**config.mk**
```make
export PLATFORM = sky130hd
export DESIGN_NAME = fetch_unit
export DESIGN_NICKNAME = d
export VERILOG_FILES = /design/src/rtl/fetch_unit_pkg.sv /design/src/rtl/fetch_unit_queue.sv /design/src/rtl/fetch_unit.sv
export SDC_FILE = /design/constraint.sdc
export NUM_CORES = 1
export LEC_CHECK = 0
export ABC_AREA = 1
export CAP_MARGIN = 20
export CORE_ASPECT_RATIO = 0.6
export CORE_MARGIN = 1
export CORE_UTILIZATION = 35
export DETAILED_ROUTE_END_ITERATION = 8
export DONT_BUFFER_PORTS = 1
export GPL_TIMING_DRIVEN = 1
export HOLD_SLACK_MARGIN = 0.05
export PLACE_DENSITY = 0.59
export SYNTH_ARGS = -nofsm -noshare
export SYNTH_HDL_FRONTEND = slang
export SYNTH_HIERARCHICAL = 1
export SYNTH_SLANG_ARGS = --single-unit
export TNS_END_PERCENT = 100
```
**constraint.sdc**
```tcl
create_clock -name clk -period 4.55 [get_ports clk]
set_clock_uncertainty 0.05 [all_clocks]
set_input_delay 0.6825 -clock clk [delete_from_list [all_inputs] [get_ports clk]]
set_output_delay 0.6825 -clock clk [all_outputs]
set_load 0.005 [all_outputs]
```
**src/rtl/fetch_unit_pkg.sv**
```systemverilog
// Shared fetch-stage types and constants; the fetch packet is also consumed by decode.
package fetch_unit_pkg;

  localparam int unsigned XLEN       = 32;
  localparam int unsigned INST_BYTES = 4;
  localparam logic [XLEN-1:0] RESET_PC_DEFAULT = 32'h0000_0000;

  typedef struct packed {
    logic [XLEN-1:0] pc;
    logic [XLEN-1:0] inst;
  } fetch_pkt_t;

  function automatic logic [XLEN-1:0] next_pc(input logic [XLEN-1:0] pc);
    return pc + XLEN'(INST_BYTES);
  endfunction

endpackage

```
**src/rtl/fetch_unit_queue.sv**
```systemverilog
// In-order FIFO of fetch packets; flush wins over push and pop in the same cycle.
module fetch_queue
  import fetch_unit_pkg::*;
#(
  parameter int unsigned DEPTH = 2
) (
  input  logic                         clk_i,
  input  logic                         rst_i,
  input  logic                         push_i,
  input  fetch_pkt_t                   push_data_i,
  input  logic                         pop_i,
  input  logic                         flush_i,
  output logic                         full_o,
  output logic                         empty_o,
  output logic [$clog2(DEPTH+1)-1:0]   count_o,
  output fetch_pkt_t                   head_o
);

  localparam int unsigned PW = (DEPTH > 1) ? $clog2(DEPTH) : 1;
  localparam int unsigned CW = $clog2(DEPTH + 1);

  fetch_pkt_t    mem_q [DEPTH];
  logic [PW-1:0] rd_q, wr_q;
  logic [CW-1:0] cnt_q;
  logic          do_push, do_pop;

  function automatic logic [PW-1:0] ptr_inc(input logic [PW-1:0] p);
    return (p == PW'(DEPTH - 1)) ? '0 : p + PW'(1);
  endfunction

  assign do_push = push_i && !flush_i;
  assign do_pop  = pop_i && !flush_i && (cnt_q != '0);

  always_ff @(posedge clk_i) begin
    if (rst_i || flush_i) begin
      rd_q  <= '0;
      wr_q  <= '0;
      cnt_q <= '0;
    end else begin
      if (do_push) wr_q <= ptr_inc(wr_q);
      if (do_pop)  rd_q <= ptr_inc(rd_q);
      cnt_q <= cnt_q + CW'(do_push) - CW'(do_pop);
    end
  end

  always_ff @(posedge clk_i) begin
    if (do_push) mem_q[wr_q] <= push_data_i;
  end

  assign full_o  = (cnt_q == CW'(DEPTH));
  assign empty_o = (cnt_q == '0);
  assign count_o = cnt_q;
  assign head_o  = mem_q[rd_q];

  // Credit accounting upstream guarantees a free slot for every returning word.
  assert property (@(posedge clk_i) disable iff (rst_i) !(do_push && full_o))
    else $error("fetch_queue: push while full");

endmodule

```
**src/rtl/fetch_unit.sv**
```systemverilog
// Fetch stage: owns the PC, issues credit-limited word fetches and queues returned words for decode.
module fetch_unit
  import fetch_unit_pkg::*;
#(
  parameter logic [31:0] RESET_PC = RESET_PC_DEFAULT,
  parameter int unsigned QDEPTH   = 2
) (
  input  logic        clk,
  input  logic        rst,
  output logic        imem_req_valid,
  input  logic        imem_req_ready,
  output logic [31:0] imem_req_addr,
  input  logic        imem_resp_valid,
  input  logic [31:0] imem_resp_data,
  output logic        inst_valid,
  output logic [31:0] inst_encoding,
  output logic [31:0] inst_pc,
  input  logic        inst_ready,
  input  logic        redirect_valid,
  input  logic [31:0] redirect_pc
);

  localparam int unsigned CW = $clog2(QDEPTH + 1);

  logic [XLEN-1:0] pc_q, pc_d, resp_pc_q, resp_pc_d, redir_pc;
  logic [CW-1:0]   out_q, out_d, disc_q, disc_d, count;
  logic            fire, resp_ok, push, pop, full, empty;
  fetch_pkt_t      head, push_pkt;

  assign redir_pc       = {redirect_pc[XLEN-1:2], 2'b00};
  assign imem_req_valid = !rst && ((CW+1)'(out_q) + (CW+1)'(count) < (CW+1)'(QDEPTH));
  assign imem_req_addr  = pc_q;
  assign fire           = imem_req_valid && imem_req_ready;
  // A response with nothing outstanding is ignored so the counter cannot wrap.
  assign resp_ok        = imem_resp_valid && (out_q != '0);

  always_comb begin
    pc_d      = pc_q;
    resp_pc_d = resp_pc_q;
    out_d     = out_q + CW'(fire) - CW'(resp_ok);
    disc_d    = disc_q;
    push      = 1'b0;
    if (resp_ok) begin
      if (disc_q != '0) begin
        disc_d = disc_q - CW'(1);
      end else begin
        push      = 1'b1;
        resp_pc_d = next_pc(resp_pc_q);
      end
    end
    if (fire) pc_d = next_pc(pc_q);
    // Everything still in flight after this cycle, including a fire now, belongs to the old stream.
    if (redirect_valid) begin
      pc_d      = redir_pc;
      resp_pc_d = redir_pc;
      disc_d    = out_d;
      push      = 1'b0;
    end
  end

  always_ff @(posedge clk) begin
    if (rst) begin
      pc_q      <= RESET_PC;
      resp_pc_q <= RESET_PC;
      out_q     <= '0;
      disc_q    <= '0;
    end else begin
      pc_q      <= pc_d;
      resp_pc_q <= resp_pc_d;
      out_q     <= out_d;
      disc_q    <= disc_d;
    end
  end

  assign push_pkt = '{pc: resp_pc_q, inst: imem_resp_data};
  assign pop      = inst_valid && inst_ready && !redirect_valid;

  fetch_queue #(.DEPTH(QDEPTH)) u_queue (
    .clk_i       (clk),
    .rst_i       (rst),
    .push_i      (push),
    .push_data_i (push_pkt),
    .pop_i       (pop),
    .flush_i     (redirect_valid),
    .full_o      (full),
    .empty_o     (empty),
    .count_o     (count),
    .head_o      (head)
  );

  assign inst_valid    = !empty;
  assign inst_encoding = empty ? '0 : head.inst;
  assign inst_pc       = empty ? '0 : head.pc;

endmodule

```
==> metrics <==
outcome=finished, final reports clean; post_cts resized=0; port buffer count=0; Pwr Density=353 nW/um2; sequential share of power=53.7%; clock-pin slew on the worst setup and hold paths=0.07 ns; crit path to=inst_encoding[5]; CORE AREA=28100 um2; Power, Total=3.88 mW; share of layout cells above drive strength 1=12.8%; Via density=4.93; Initial Utilization=36.3%; Die ar.=29800 um2; die boundary width=222 um; r2r startpoint=out_q[1]$_SDFF_PP0_; clock root buffer master=clkbuf_16; GRT Overall Usage=17.8%; Hold-fix buffers, CTS=0; Detailed Place HPWL=18600 um; Remaining DRCs=0; Top Family by Delay on Critical Path=flip-flops; r2r endpoint=u_queue/mem_q[0][25]$_DFFE_PP_; register-to-register setup slack=1.69 ns; critical-path maximum fanout=39; CTS tree=done; crit path buf inv count=2; CP Launch Type=register; DP Cell Count=1457; CTS max path bufs=2; TritonCTS Sinks=197; Setup Fix Bufs, Post-CTS=0; arrival time at the worst endpoint=2.16 ns; Die Ht=134 um; Slew @ Worst Pin=0.953 ns; gpl congestion=0.868; final slew viol count=0; Hold Path Class=in2reg; Finish-stage setup viols=0; syn avg cell area=9.14 um2; Clk Latency, worst-skew pair=0.44 ns; global-route wire length before repair=40100 um; num rows=47; Comb pwr share=8.8%; Reg2Reg Depth=7; initial antenna violation count=1; H-tree depth=4; Peak Freq=345 MHz; Slew HR=36.4%; Max-Cap Viols=0; Worst path max stage delay=0.84 ns; Slowest cell on crit path=dfxtp_4; CP endpoint kind=output pin; post-DR wirelength/cell=17.3 um; Synthesis Warnings=6; stages on the worst setup path=4; CP cell instances=buf_4 > mux2_4 > inv_1 > nor2_1; post-route ant nets=0; vias in the first global route=6773; largest net degree at the start of global routing=65; Hold Violations, Final=0; final setup TNS=0 ns; Overflow after GRT=0; P&R area growth vs syn=8.24%; Synth Instances=1113; Tmin final=2.89 ns; critical path type=reg2out; Final period util=63.6%; fin nets=1186; hold_ws=0.255 ns; routed wire length=25800 um; unrepaired setup endpoints after global routing=false; CP required=3.82 ns; detailed-route via count=7345; Leak Pwr=4.24 nW; Switching Power=1.00 mW; Iter 0 DRT Violations=487; switching share of power=25.8%; Final Instance Count excl. Fillers=1490; fill count=2811; TritonCTS buffer count=17; Internal=2.88 mW; router iterations before antenna repair=5; clock share of power=37.6%; Mapped Area=10200 um2; Max VDD drop=0.000194 V; IO Pins=168
## registers in the layout (all words and copies together), names as in the netlist, named ones only
| signal | cells |
|---|---|
| u_queue/wr_q | 1 |
| u_queue/count_o | 2 |
| disc_q | 2 |
| resp_pc_q | 30 |
| u_queue/mem_q | 128 |
| imem_req_addr | 30 |
| u_queue/rd_q | 1 |
| out_q | 2 |
## metrics by stage
step | worst slack [ns] | instance area, um2 | utilization, %
after floorplan | 0.979 | 10200 | -
after global placement | 1.47 | 10500 | 37.3
after detailed placement | 1.40 | 10500 | 37.3
after CTS | 1.55 | 11000 | 39.2
after global routing | 1.44 | 11000 | 39.2
final | 1.66 | 11000 | 39.2
## layout by cell type, fill, tap and decap left out, types with 5 or more instances in the layout
master	count
nand2_1	238
inv_1	161
nor2_1	146
edfxtp_1	128
dfxtp_1	68
mux2_4	60
a21oi_1	57
nand3_1	56
o21ai_0	41
clkbuf_16	17
a31oi_1	15
nor2_2	13
nor2_4	13
xor2_1	11
nand3b_1	9
nand4_1	8
buf_4	8
xnor2_1	6
ha_1	6
conb_1	6
nor3_1	5
## worst min-delay path by stage
stage / slack, ns / start / end / cells after the start
finish: 0.26 / rst / out_q[1]$_SDFF_PP0_ / 1
global route: 0.23 / rst / out_q[1]$_SDFF_PP0_ / 1
CTS: 0.23 / rst / out_q[0]$_SDFF_PP0_ / 1
detailed placement: 0.44 / u_queue/rd_q$_SDFFE_PP0P_ / register / 2
global placement: 0.43 / u_queue/rd_q$_SDFFE_PP0P_ / u_queue/rd_q$_SDFFE_PP0P_ / 2
floorplan: 0.42 / u_queue/rd_q$_SDFFE_PP0P_ / register / 2
## power by group through the flow
stage | sequential (mW) | clock [mW] | combinational, mW
after floorplan | 2.09 | 0 | 0.283
after global placement | 2.12 | 0 | 0.332
after detailed placement | 2.13 | 0 | 0.339
after CTS | 2.08 | 1.51 | 0.341
after global routing | 2.10 | 1.57 | 0.388
final | 2.08 | 1.46 | 0.340
## final cells by class
type	count	area (um2)	area share, %
Sequential cell	197	5230	47.5
Multi-Input combinational cell	719	4070	37.0
Inverter	166	628	5.71
Tap cell	367	459	4.17
Clock buffer	18	429	3.90
Clock inverter	14	126	1.15
Timing Repair Buffer	8	60.1	0.546
Antenna cell	1	2.50	0.0227
## metal layers
layer	vias to the layer above	global-route usage (%)	wire, um
li1	3594	-	-
met1	3504	26.5	13100
met2	227	25.0	10500
met3	20	4.84	1930
met4	0	4.98	257
met5	-	0	0
(Power assumes the default switching activity.)
